File: config.mk
export PLATFORM = sky130hd
export DESIGN_NAME = control_fsm
export DESIGN_NICKNAME = d
export VERILOG_FILES = /design/src/rtl/ctrl_pkg.sv /design/src/rtl/instr_decode.sv /design/src/rtl/control_fsm.sv
export SDC_FILE = /design/constraint.sdc
export NUM_CORES = 1
export LEC_CHECK = 0
export BUFFER_PORTS_ARGS = -buffer_cell sky130_fd_sc_hd__buf_4
export CORE_MARGIN = 5
export CORE_UTILIZATION = 34
export CTS_CLUSTER_DIAMETER = 120
export DETAILED_ROUTE_END_ITERATION = 6
export PLACE_DENSITY = 0.77
export SKIP_CTS_REPAIR_TIMING = 1
export SYNTH_ARGS = -nofsm -noshare
export SYNTH_HDL_FRONTEND = slang
export SYNTH_HIERARCHICAL = 1
export SYNTH_SLANG_ARGS = --single-unit
File: constraint.sdc
create_clock -name Clk -period 1.98 [get_ports Clk]
set_input_delay 0.297 -clock Clk [delete_from_list [all_inputs] [get_ports Clk]]
set_output_delay 0.297 -clock Clk [all_outputs]
set_load 0.01 [all_outputs]
File: src/rtl/ctrl_pkg.sv
// Shared opcode, ALU-function, state and instruction-class definitions for the control unit.
package ctrl_pkg;

    localparam int unsigned OPC_W   = 6;
    localparam int unsigned FUNC_W  = 4;
    localparam int unsigned STATE_W = 3;
    localparam int unsigned INSTR_W = 32;

    // Opcodes (Instr[31:26])
    localparam logic [OPC_W-1:0] OP_RTYPE = 6'b100000;
    localparam logic [OPC_W-1:0] OP_ADDI  = 6'b110000;
    localparam logic [OPC_W-1:0] OP_ANDI  = 6'b110010;
    localparam logic [OPC_W-1:0] OP_ORI   = 6'b110011;
    localparam logic [OPC_W-1:0] OP_B     = 6'b111111;
    localparam logic [OPC_W-1:0] OP_BEQ   = 6'b010000;
    localparam logic [OPC_W-1:0] OP_BNE   = 6'b010001;
    localparam logic [OPC_W-1:0] OP_LW    = 6'b001111;
    localparam logic [OPC_W-1:0] OP_SW    = 6'b011111;

    // ALU function codes
    localparam logic [FUNC_W-1:0] ALU_ADD = 4'b0000;
    localparam logic [FUNC_W-1:0] ALU_SUB = 4'b0001;
    localparam logic [FUNC_W-1:0] ALU_AND = 4'b0010;
    localparam logic [FUNC_W-1:0] ALU_OR  = 4'b0011;

    // Sequencer states; encoding is visible on the State debug port
    typedef enum logic [STATE_W-1:0] {
        FETCH  = 3'd0,
        DECODE = 3'd1,
        EXEC   = 3'd2,
        MEM    = 3'd3,
        WB     = 3'd4,
        BRANCH = 3'd5,
        HALT   = 3'd7
    } state_t;

    // Instruction classes produced by the decoder
    typedef enum logic [2:0] {
        ALU_R   = 3'd0,
        ALU_I   = 3'd1,
        LOAD    = 3'd2,
        STORE   = 3'd3,
        BR_U    = 3'd4,
        BR_EQ   = 3'd5,
        BR_NE   = 3'd6,
        ILLEGAL = 3'd7
    } iclass_t;

    // Decoded instruction payload handed from decoder to sequencer
    typedef struct packed {
        iclass_t             iclass;
        logic [FUNC_W-1:0]   alu_func;
    } decode_t;

endpackage

File: src/rtl/instr_decode.sv
// Combinational instruction decoder: opcode/func field to instruction class and ALU operation.
module instr_decode
    import ctrl_pkg::*;
(
    input  logic [INSTR_W-1:0] instr,
    output decode_t            dec_c
);

    logic [OPC_W-1:0]  opcode;
    logic [FUNC_W-1:0] func;
    logic              unused_bits;

    assign opcode      = instr[31:26];
    assign func        = instr[3:0];
    assign unused_bits = ^instr[25:4];

    // Class and ALU function lookup; memory ops use add for address, branches compare with sub
    always_comb begin
        dec_c.iclass   = ILLEGAL;
        dec_c.alu_func = ALU_ADD;
        case (opcode)
            OP_RTYPE: begin dec_c.iclass = ALU_R; dec_c.alu_func = func;    end
            OP_ADDI:  begin dec_c.iclass = ALU_I; dec_c.alu_func = ALU_ADD; end
            OP_ANDI:  begin dec_c.iclass = ALU_I; dec_c.alu_func = ALU_AND; end
            OP_ORI:   begin dec_c.iclass = ALU_I; dec_c.alu_func = ALU_OR;  end
            OP_LW:    begin dec_c.iclass = LOAD;  dec_c.alu_func = ALU_ADD; end
            OP_SW:    begin dec_c.iclass = STORE; dec_c.alu_func = ALU_ADD; end
            OP_B:     begin dec_c.iclass = BR_U;  dec_c.alu_func = ALU_SUB; end
            OP_BEQ:   begin dec_c.iclass = BR_EQ; dec_c.alu_func = ALU_SUB; end
            OP_BNE:   begin dec_c.iclass = BR_NE; dec_c.alu_func = ALU_SUB; end
            default:  begin dec_c.iclass = ILLEGAL; dec_c.alu_func = ALU_ADD; end
        endcase
    end

endmodule

File: src/rtl/control_fsm.sv
// Multi-cycle datapath control: sequences each instruction and drives all datapath control inputs.
module control_fsm #(
    parameter bit IDLE_ON_ILLEGAL = 1'b0
) (
    input  logic        Clk,
    input  logic        Reset,
    input  logic [31:0] Instr,
    input  logic        Zero,
    output logic        PC_Sel,
    output logic        PC_LdEn,
    output logic        RF_WrEn,
    output logic        RF_WrData_sel,
    output logic        RF_B_sel,
    output logic        ALU_Bin_sel,
    output logic [3:0]  ALU_func,
    output logic        Mem_WrEn,
    output logic        Illegal,
    output logic [2:0]  State
);

    import ctrl_pkg::*;

    state_t  state_q;
    state_t  state_d;
    decode_t dec;
    logic    is_imm;
    logic    is_mem;

    instr_decode u_decode (
        .instr (Instr),
        .dec_c (dec)
    );

    assign is_mem = (dec.iclass == LOAD) || (dec.iclass == STORE);
    assign is_imm = (dec.iclass == ALU_I) || is_mem;

    // State register with synchronous reset back to FETCH
    always_ff @(posedge Clk) begin
        if (Reset) begin
            state_q <= FETCH;
        end else begin
            state_q <= state_d;
        end
    end

    // Next-state sequencing by instruction class
    always_comb begin
        state_d = state_q;
        case (state_q)
            FETCH:  state_d = DECODE;
            DECODE: begin
                case (dec.iclass)
                    ALU_R, ALU_I, LOAD, STORE: state_d = EXEC;
                    BR_U, BR_EQ, BR_NE:        state_d = BRANCH;
                    default:                   state_d = IDLE_ON_ILLEGAL ? HALT : FETCH;
                endcase
            end
            EXEC:   state_d = is_mem ? MEM : WB;
            MEM:    state_d = (dec.iclass == LOAD) ? WB : FETCH;
            WB:     state_d = FETCH;
            BRANCH: state_d = FETCH;
            HALT:   state_d = HALT;
            default: state_d = FETCH;
        endcase
    end

    // Control outputs from state, decoded class and Zero; all forced low while Reset is high
    always_comb begin
        PC_Sel        = 1'b0;
        PC_LdEn       = 1'b0;
        RF_WrEn       = 1'b0;
        RF_WrData_sel = 1'b0;
        RF_B_sel      = 1'b0;
        ALU_Bin_sel   = 1'b0;
        ALU_func      = ALU_ADD;
        Mem_WrEn      = 1'b0;
        Illegal       = 1'b0;
        State         = 3'd0;
        if (!Reset) begin
            State = 3'(state_q);
            case (state_q)
                DECODE: begin
                    if (dec.iclass == ILLEGAL) begin
                        Illegal = 1'b1;
                        PC_LdEn = !IDLE_ON_ILLEGAL;
                    end
                end
                EXEC: begin
                    ALU_func    = dec.alu_func;
                    ALU_Bin_sel = is_imm;
                    RF_B_sel    = (dec.iclass == STORE);
                end
                MEM: begin
                    ALU_func    = ALU_ADD;
                    ALU_Bin_sel = 1'b1;
                    if (dec.iclass == STORE) begin
                        RF_B_sel = 1'b1;
                        Mem_WrEn = 1'b1;
                        PC_LdEn  = 1'b1;
                    end
                end
                WB: begin
                    ALU_func      = dec.alu_func;
                    ALU_Bin_sel   = is_imm;
                    RF_WrEn       = 1'b1;
                    PC_LdEn       = 1'b1;
                    RF_WrData_sel = (dec.iclass == LOAD);
                end
                BRANCH: begin
                    ALU_func    = ALU_SUB;
                    ALU_Bin_sel = 1'b0;
                    RF_B_sel    = 1'b1;
                    PC_LdEn     = 1'b1;
                    case (dec.iclass)
                        BR_U:    PC_Sel = 1'b1;
                        BR_EQ:   PC_Sel = Zero;
                        BR_NE:   PC_Sel = !Zero;
                        default: PC_Sel = 1'b0;
                    endcase
                end
                default: begin
                end
            endcase
        end
    end

endmodule

==> qor.log, run 1 <==
[cts] number of sinks driven by the clock tree 3
[power] internal portion of total power 0.219 mW
[floorplanning] die outline area 2890 sq um
[worst_hold_path] Hold Crit Depth 2
[layout] final non-filler cell area 1100 sq um
[layout] commonest non-fill, non-tap cells in the layout 41 x sky130_fd_sc_hd__buf_4, 7 x sky130_fd_sc_hd__nor2_1, 6 x sky130_fd_sc_hd__nand2_1, 5 x sky130_fd_sc_hd__and2_1
[synth] synthesis-stage register bit count 3
[worst_hold_path] Hold Startpoint Reset
[layout] area growth from synthesis to layout 69.3%
[worst_hold_path] worst min-delay path endpoint state_q[0]
[layout] largest registers state_q (3)
[grt] number of global-route vias before repair 788
[synth] async set or reset register ratio after synthesis 0%
[grt] Overall Global Routing Usage 14.6%
[worst_setup_path] critical path type input pin to output port
[detailed_routing] via count 829
[cts] number of levels in the clock H-tree 1
[worst_setup_path] crit path max fanout 4
[worst_hold_path] Min-Delay Path Class input pin to flip-flop
[timing] headroom to the max-slew limit 70.1%
[cts] clock network latency to the later pin of the worst-skew pair 0.24 ns
[detailed_routing] wire length after detailed routing 2.22 mm
[worst_setup_path] CP arrival 1.81 ns
[cts] clock transition at the register clock pins on the worst setup and hold paths after CTS 0.04 ns
[synth] mean cell area of the mapped netlist 7.41 sq um
[power] peak ir drop on the vdd network 0.000157 V
[layout] number of nets in the finished design 164
[worst_setup_path] R2R depth 5
[timing] time the final worst path needs with I/O delays and setup 2.11 ns
[synth] area of the mapped netlist 652 sq um
[timing] Final Hold Fails 0
[timing] worst hold slack 0.350 ns
[detailed_routing] average detailed-routed wire length per instance 14.5 um
[grt] maximum number of pins on one net before global-route repair 14
[worst_setup_path] worst reg2reg endpoint state_q[2]
[grt] global-route congestion overflow total 0
[worst_setup_path] Critical Path Sink Type output port
[synth] sequential fraction of the synthesis area 9.21%
[layout] most frequent standard cell in the layout excluding fill and tap cells sky130_fd_sc_hd__buf_4
[detailed_routing] Pre-Repair DR Iteration Count 5
[detailed_routing] number of DRC violations after detailed-routing iteration 0 35
[timing] maximum clock rate 0.474 GHz
[power] switching portion of total power 35.0%
[layout] top register by number of flip-flops state_q
[worst_setup_path] worst reg2reg setup slack 0.60 ns
[outcome] failing checks negative setup slack
[floorplanning] number of primary I/O pins 50
[worst_setup_path] FF-to-FF Start state_q[1]
[synth] Synthesis Warnings 6
[timing] pins over their slew limit 0
[layout] count of antenna diodes in the layout 0
[synth] Post-synth EDFFs 0
[floorplanning] Floorplan Core Area 1780 sq um
[place] Port Buffers 27
[worst_setup_path] data required time of the worst path 1.68 ns
[synth] syn nets 123
[run] count of maximum capacitance violations 0
[floorplanning] Chip Height 53.8 um
[timing] number of endpoints failing setup at the final stage 5
[detailed_routing] vias per cell 5.42
[place] post-detailed-placement cell area 966 sq um
[timing] post-route clock skew 0.0120 ns
[power] Leakage 0.489 nW
[floorplanning] starting utilization of the core area 36.6%
[power] switching pwr 0.118 mW
[timing] setup repair after global routing missed its margin true
[detailed_routing] post-detailed-route count of antenna-violating nets 0
[layout] number of flip-flops in the largest register 3
[power] part of the total power dissipated in the clock network 33.1%
[timing] setup slack of the critical path after layout -0.129 ns
[power] share of power burned in combinational logic 47.6%
[power] areal power density over the cells 305 nW/um^2
[cts] Max Buffers Root-to-Sink 2
[cts] CTS Root Cell sky130_fd_sc_hd__clkbuf_4
[layout] share of final-layout standard cells stronger than drive strength 1 55.5%
[power] sequential share of power 19.3%
[synth] count of distinct cell types in the synthesized netlist 43
[grt] global-route wire length before repair 3.13 mm
[place] Routability Congestion 0.860
[worst_setup_path] element type at the critical path start input pin
[timing] Worst Max-Slew Pin Slew 0.448 ns
[cts] number of buffers inserted during clock tree synthesis 3
[timing] fraction of the cycle the final worst path needs 107%
[floorplanning] num rows 15
[cts] CTS tree yes
[grt] antenna violations before repair 0
[synth] number of cells produced by synthesis 88
[outcome] run status complete, but fails checks
[synth] commonest register cell after synthesis sky130_fd_sc_hd__dfxtp_1
[detailed_routing] number of design rule violations left after detail routing 0
[floorplanning] width of the chip 53.8 um
[place] Post-DP HPWL 1.58 mm
-- worst max-delay path, stage by stage --
cell                       delay, ns
sky130_fd_sc_hd__buf_6          0.10
sky130_fd_sc_hd__or3b_4         0.43
sky130_fd_sc_hd__nor3_4         0.18
sky130_fd_sc_hd__a21oi_4        0.07
sky130_fd_sc_hd__nand2b_4       0.16
sky130_fd_sc_hd__or3_4          0.33
sky130_fd_sc_hd__a21oi_2        0.11
sky130_fd_sc_hd__buf_4          0.12
-- power by group through the flow --
stage               sequential, mW  combinational [mW]  clock (mW)
CTS                         0.0651               0.137       0.116
floorplan                   0.0670              0.0803           0
finish                      0.0651               0.160       0.111
global route                0.0653               0.173       0.121
detailed placement          0.0661               0.137           0
global placement            0.0660               0.133           0
-- how the worst max path moves through the flow --
stage	startpoint	to
floorplan	Instr[31]	RF_B_sel
global placement	Instr[29]	RF_B_sel
detailed placement	Instr[29]	RF_B_sel
CTS	Instr[29]	RF_B_sel
global route	Instr[28]	RF_B_sel
finish	Instr[28]	RF_B_sel
-- layer usage --
layer	global-route usage, %	part of all wire, %	up-vias
met2	26.2	52	41
met3	1.39	6.1	2
met1	16.3	42	387
li1	-	-	399
met5	0	0	-
met4	9.36	0.50	0
-- stage by stage --
stage          power, mW  setup slack (ns)  cells  setup TNS, ns  utilization [%]
5_1_grt            0.359            -0.177    153         -0.720             61.9
2_1_floorplan      0.147           -0.0285     88        -0.0285                -
4_1_cts            0.318            -0.194    153         -0.860             55.6
6_report           0.337            -0.129    153         -0.354             61.9
3_5_place_dp       0.203            -0.191    149          -1.02             54.2
3_3_place_gp       0.199            -0.161    149         -0.707             54.2
-- cell usage after synthesis, types with 2 or more instances --
library cell / n / area [sq um]
sky130_fd_sc_hd__dfxtp_1: 3 / 60.1
sky130_fd_sc_hd__buf_2: 3 / 15.0
sky130_fd_sc_hd__nor3_1: 5 / 25.0
sky130_fd_sc_hd__a21oi_1: 5 / 25.0
sky130_fd_sc_hd__inv_1: 4 / 15.0
sky130_fd_sc_hd__o21ai_1: 2 / 10.0
sky130_fd_sc_hd__nand2_1: 6 / 22.5
sky130_fd_sc_hd__nand2b_4: 2 / 27.5
sky130_fd_sc_hd__nand3_1: 2 / 10.0
sky130_fd_sc_hd__nor2b_1: 2 / 12.5
sky130_fd_sc_hd__a31oi_1: 2 / 12.5
sky130_fd_sc_hd__and2_1: 5 / 31.3
sky130_fd_sc_hd__a211o_1: 4 / 35.0
sky130_fd_sc_hd__nand2b_1: 2 / 12.5
sky130_fd_sc_hd__nor2_1: 7 / 26.3
sky130_fd_sc_hd__buf_6: 3 / 33.8
sky130_fd_sc_hd__nor2b_4: 2 / 27.5
sky130_fd_sc_hd__nor4_1: 2 / 12.5
sky130_fd_sc_hd__buf_4: 3 / 22.5
-- cells by family (layout without fill, tap and decap cells) --
logic type	Yosys count	count (layout)	synth area share [%]
buffers and inverters	13	53	13.2
AOI/OAI and AO/OA	24	24	28.2
DFF	3	3	9.21
and+or+nand+nor	46	46	45.5
xor gates and xnor gates	2	2	3.84
-- layout make-up --
type                       count  area (sq um)
tap                           25          31.3
inverter                       4          15.0
timing repair buffer          45           353
clock buffer                   4          26.3
fill                         152           679
sequential                     3          60.1
multi-input combinational     72           618
(Power assumes the default switching activity.)
==> run 2, diff against run 1 <==
--- a/config.mk
+++ b/config.mk
@@ -6,11 +6,14 @@
 export NUM_CORES = 1
 export LEC_CHECK = 0
 export BUFFER_PORTS_ARGS = -buffer_cell sky130_fd_sc_hd__buf_4
+export CELL_PAD_IN_SITES_DETAIL_PLACEMENT = 2
+export CELL_PAD_IN_SITES_GLOBAL_PLACEMENT = 2
+export CORE_ASPECT_RATIO = 1.5
 export CORE_MARGIN = 5
-export CORE_UTILIZATION = 34
+export CORE_UTILIZATION = 17
 export CTS_CLUSTER_DIAMETER = 120
 export DETAILED_ROUTE_END_ITERATION = 6
-export PLACE_DENSITY = 0.77
+export PLACE_DENSITY = 0.79
 export SKIP_CTS_REPAIR_TIMING = 1
 export SYNTH_ARGS = -nofsm -noshare
 export SYNTH_HDL_FRONTEND = slang
==> run 2 against run 1 <==
  * The flow still finishes with violations (negative setup slack)
  * Sequential share of layout area down 0.50 points
  * Combinational power up 11%
  * Cell count is 17% higher
  * Count of clock-buffer cells in the layout did not move
  * Worst setup slack worse by 0.10 ns
  * Total power rose by 26%
  * Register-to-register slack improved by 0.09 ns
  * Sequential cell count is the same
  * Largest cell class unchanged
==> qor.log, run 2 (synthesized netlist as in run 1, its figures left out) <==
[outcome] run status complete, but fails checks
[outcome] failing checks negative setup slack
[detailed_routing] Pre-Repair DR Iteration Count 4 [-1]
[worst_hold_path] Min-Delay Path Class input pin to flip-flop
[power] switching pwr 0.136 mW [+15%]
[power] share of power burned in combinational logic 41.6% [-6.0 points]
[power] part of the total power dissipated in the clock network 43.0% [+9.9 points]
[grt] global-route congestion overflow total 0 [unchanged]
[worst_setup_path] CP arrival 1.92 ns [+0.11 ns]
[worst_hold_path] worst min-delay path endpoint state_q[1]
[place] Port Buffers 27 [unchanged]
[grt] maximum number of pins on one net before global-route repair 14 [unchanged]
[detailed_routing] vias per cell 4.75 [-12%]
[timing] number of endpoints failing setup at the final stage 7 [+2]
[timing] headroom to the max-slew limit 74.7% [+4.6 points]
[detailed_routing] wire length after detailed routing 3.11 mm [+40%]
[layout] number of nets in the finished design 172 [+4.9%]
[detailed_routing] via count 850 [+2.5%]
[worst_setup_path] worst reg2reg setup slack 0.69 ns [+0.09 ns]
[layout] top register by number of flip-flops state_q
[power] areal power density over the cells 350 nW/um^2 [+15%]
[detailed_routing] number of DRC violations after detailed-routing iteration 0 13 [-63%]
[layout] final standard cell count with taps included and fillers excluded 179 [+17%]
[layout] area growth from synthesis to layout 86.6%
[power] peak ir drop on the vdd network 0.000260 V [+65%]
[floorplanning] Chip Height 85.8 um [+60%]
[layout] share of final-layout standard cells stronger than drive strength 1 57.4% [+1.9 points]
[place] worst slack, placed -0.466 ns [-0.275 ns]
[floorplanning] num rows 27 [+12]
[layout] largest registers state_q (3)
[worst_setup_path] Critical Path Sink Type output port
[grt] antenna violations before repair 0 [unchanged]
[place] Routability Congestion 0.888 [+3.3%]
[floorplanning] Floorplan Core Area 3680 sq um [+110%]
[timing] setup repair after global routing missed its margin true
[layout] multi-input logic area 618 sq um [unchanged]
[cts] CTS Root Cell sky130_fd_sc_hd__clkbuf_8
[power] switching portion of total power 32.0% [-3.1 points]
[layout] number of flip-flops in the largest register 3 [unchanged]
[run] count of maximum capacitance violations 0 [unchanged]
[worst_setup_path] crit path max fanout 6 [+2]
[cts] number of sinks driven by the clock tree 3 [unchanged]
[floorplanning] die outline area 5200 sq um [+80%]
[layout] final non-filler cell area 1220 sq um [+10%]
[power] power after layout 0.425 mW [+26%]
[timing] pins over their slew limit 0 [unchanged]
[grt] global-route wire length before repair 4.56 mm [+46%]
[timing] post-route clock skew 0.00237 ns [-0.00961 ns]
[place] Post-DP HPWL 2.30 mm [+46%]
[worst_hold_path] Hold Startpoint Reset
[power] Leakage 0.547 nW [+12%]
[cts] clock transition at the register clock pins on the worst setup and hold paths after CTS 0.03 ns [about the same]
[place] post-detailed-placement cell area 1000 sq um [+3.9%]
[worst_setup_path] FF-to-FF Start state_q[1]
[grt] Overall Global Routing Usage 11.1% [-3.5 points]
[detailed_routing] number of design rule violations left after detail routing 0 [unchanged]
[layout] number of fillers in the final layout 450 [+200%]
[layout] footprint of the flip-flops and latches 60.1 sq um [unchanged]
[worst_setup_path] critical path type input pin to output port
[layout] most frequent standard cell in the layout excluding fill and tap cells sky130_fd_sc_hd__buf_4
[power] sequential share of power 15.4% [-3.9 points]
[floorplanning] starting utilization of the core area 17.7% [-19 points]
[detailed_routing] post-detailed-route count of antenna-violating nets 0 [unchanged]
[grt] number of global-route vias before repair 1009 [+28%]
[cts] number of buffers inserted during clock tree synthesis 3 [unchanged]
[timing] fraction of the cycle the final worst path needs 112% [+5.3 points]
[timing] Final Hold Fails 0 [unchanged]
[floorplanning] width of the chip 60.6 um [+13%]
[layout] Core Util, Final 33.0% [-29 points]
[worst_setup_path] data required time of the worst path 1.68 ns [about the same]
[cts] Max Buffers Root-to-Sink 2 [unchanged]
[worst_setup_path] worst reg2reg endpoint state_q[0]
[worst_setup_path] element type at the critical path start input pin
[cts] clock network latency to the later pin of the worst-skew pair 0.22 ns [-0.02 ns]
[timing] time the final worst path needs with I/O delays and setup 2.21 ns [+0.105 ns]
[worst_hold_path] Hold Crit Depth 2 [unchanged]
[floorplanning] number of primary I/O pins 50 [unchanged]
[cts] CTS tree yes
[cts] number of levels in the clock H-tree 1 [unchanged]
[worst_setup_path] R2R depth 5 [unchanged]
[place] Placed Instances 169 [+13%]
[timing] Worst Max-Slew Pin Slew 0.378 ns [-0.0699 ns]
[detailed_routing] average detailed-routed wire length per instance 17.4 um [+20%]
[timing] setup slack of the critical path after layout -0.234 ns [-0.105 ns]
[layout] count of antenna diodes in the layout 0 [unchanged]
[timing] maximum clock rate 0.452 GHz [-4.7%]
[power] internal portion of total power 0.289 mW [+32%]
[layout] commonest non-fill, non-tap cells in the layout 47 x sky130_fd_sc_hd__buf_4, 7 x sky130_fd_sc_hd__nor2_1, 6 x sky130_fd_sc_hd__nand2_1, 5 x sky130_fd_sc_hd__and2_1, 5 x sky130_fd_sc_hd__buf_6
[run 2: area by class of cell]
cell class              instances  area share (%)
well taps                      43            4.42
multi-input cells              72            50.8
flip-flops and latches          3            4.94
clock buffers                   4            3.70
repair buffers                 53            34.9
inverters                       4            1.23
[run 2: how the worst max path moves through the flow]
stage                         start           to  slack [ns]  cells after the start
final                     Instr[29]     RF_B_sel       -0.23                      9
after global routing      Instr[29]  ALU_Bin_sel       -0.31                      9
after CTS                 Instr[30]     RF_B_sel       -0.50                      8
after detailed placement  Instr[30]     RF_B_sel       -0.47                      8
after global placement    Instr[31]     RF_B_sel       -0.36                      8
after floorplan           Instr[31]     RF_B_sel       -0.03                      7
[run 2: metal layers]
layer / vias to the layer above / GRT usage (%) / wire length [um]
met4: 0 / 5.13 / 76
li1: 411 / - / -
met1: 406 / 11.7 / 1060
met5: - / 0 / 0
met2: 27 / 21.5 / 1830
met3: 6 / 0.301 / 136
[run 2: power by group through the flow]
stage	registers [mW]	logic (mW)	clock network (mW)
after floorplan	0.0670	0.0803	0
after global placement	0.0661	0.138	0
after detailed placement	0.0664	0.146	0
after CTS	0.0655	0.147	0.185
after global routing	0.0659	0.191	0.192
final	0.0654	0.177	0.183
[run 2: critical path: stages]
cell and delay [ns]:
sky130_fd_sc_hd__buf_8 0.10, sky130_fd_sc_hd__or3b_4 0.41, sky130_fd_sc_hd__buf_6 0.13, sky130_fd_sc_hd__nor3_4 0.15
sky130_fd_sc_hd__a21oi_4 0.08, sky130_fd_sc_hd__nand2b_4 0.16, sky130_fd_sc_hd__or3_4 0.33, sky130_fd_sc_hd__a21oi_2 0.12
sky130_fd_sc_hd__buf_4 0.13
[run 2: through the flow]
stage,setup TNS (ns),hold slack (ns)
3_3_place_gp,-2.06,0.587
6_report,-1.09,0.390
4_1_cts,-2.67,0.392
3_5_place_dp,-2.88,0.606
5_1_grt,-1.66,0.406
2_1_floorplan,-0.0285,0.563
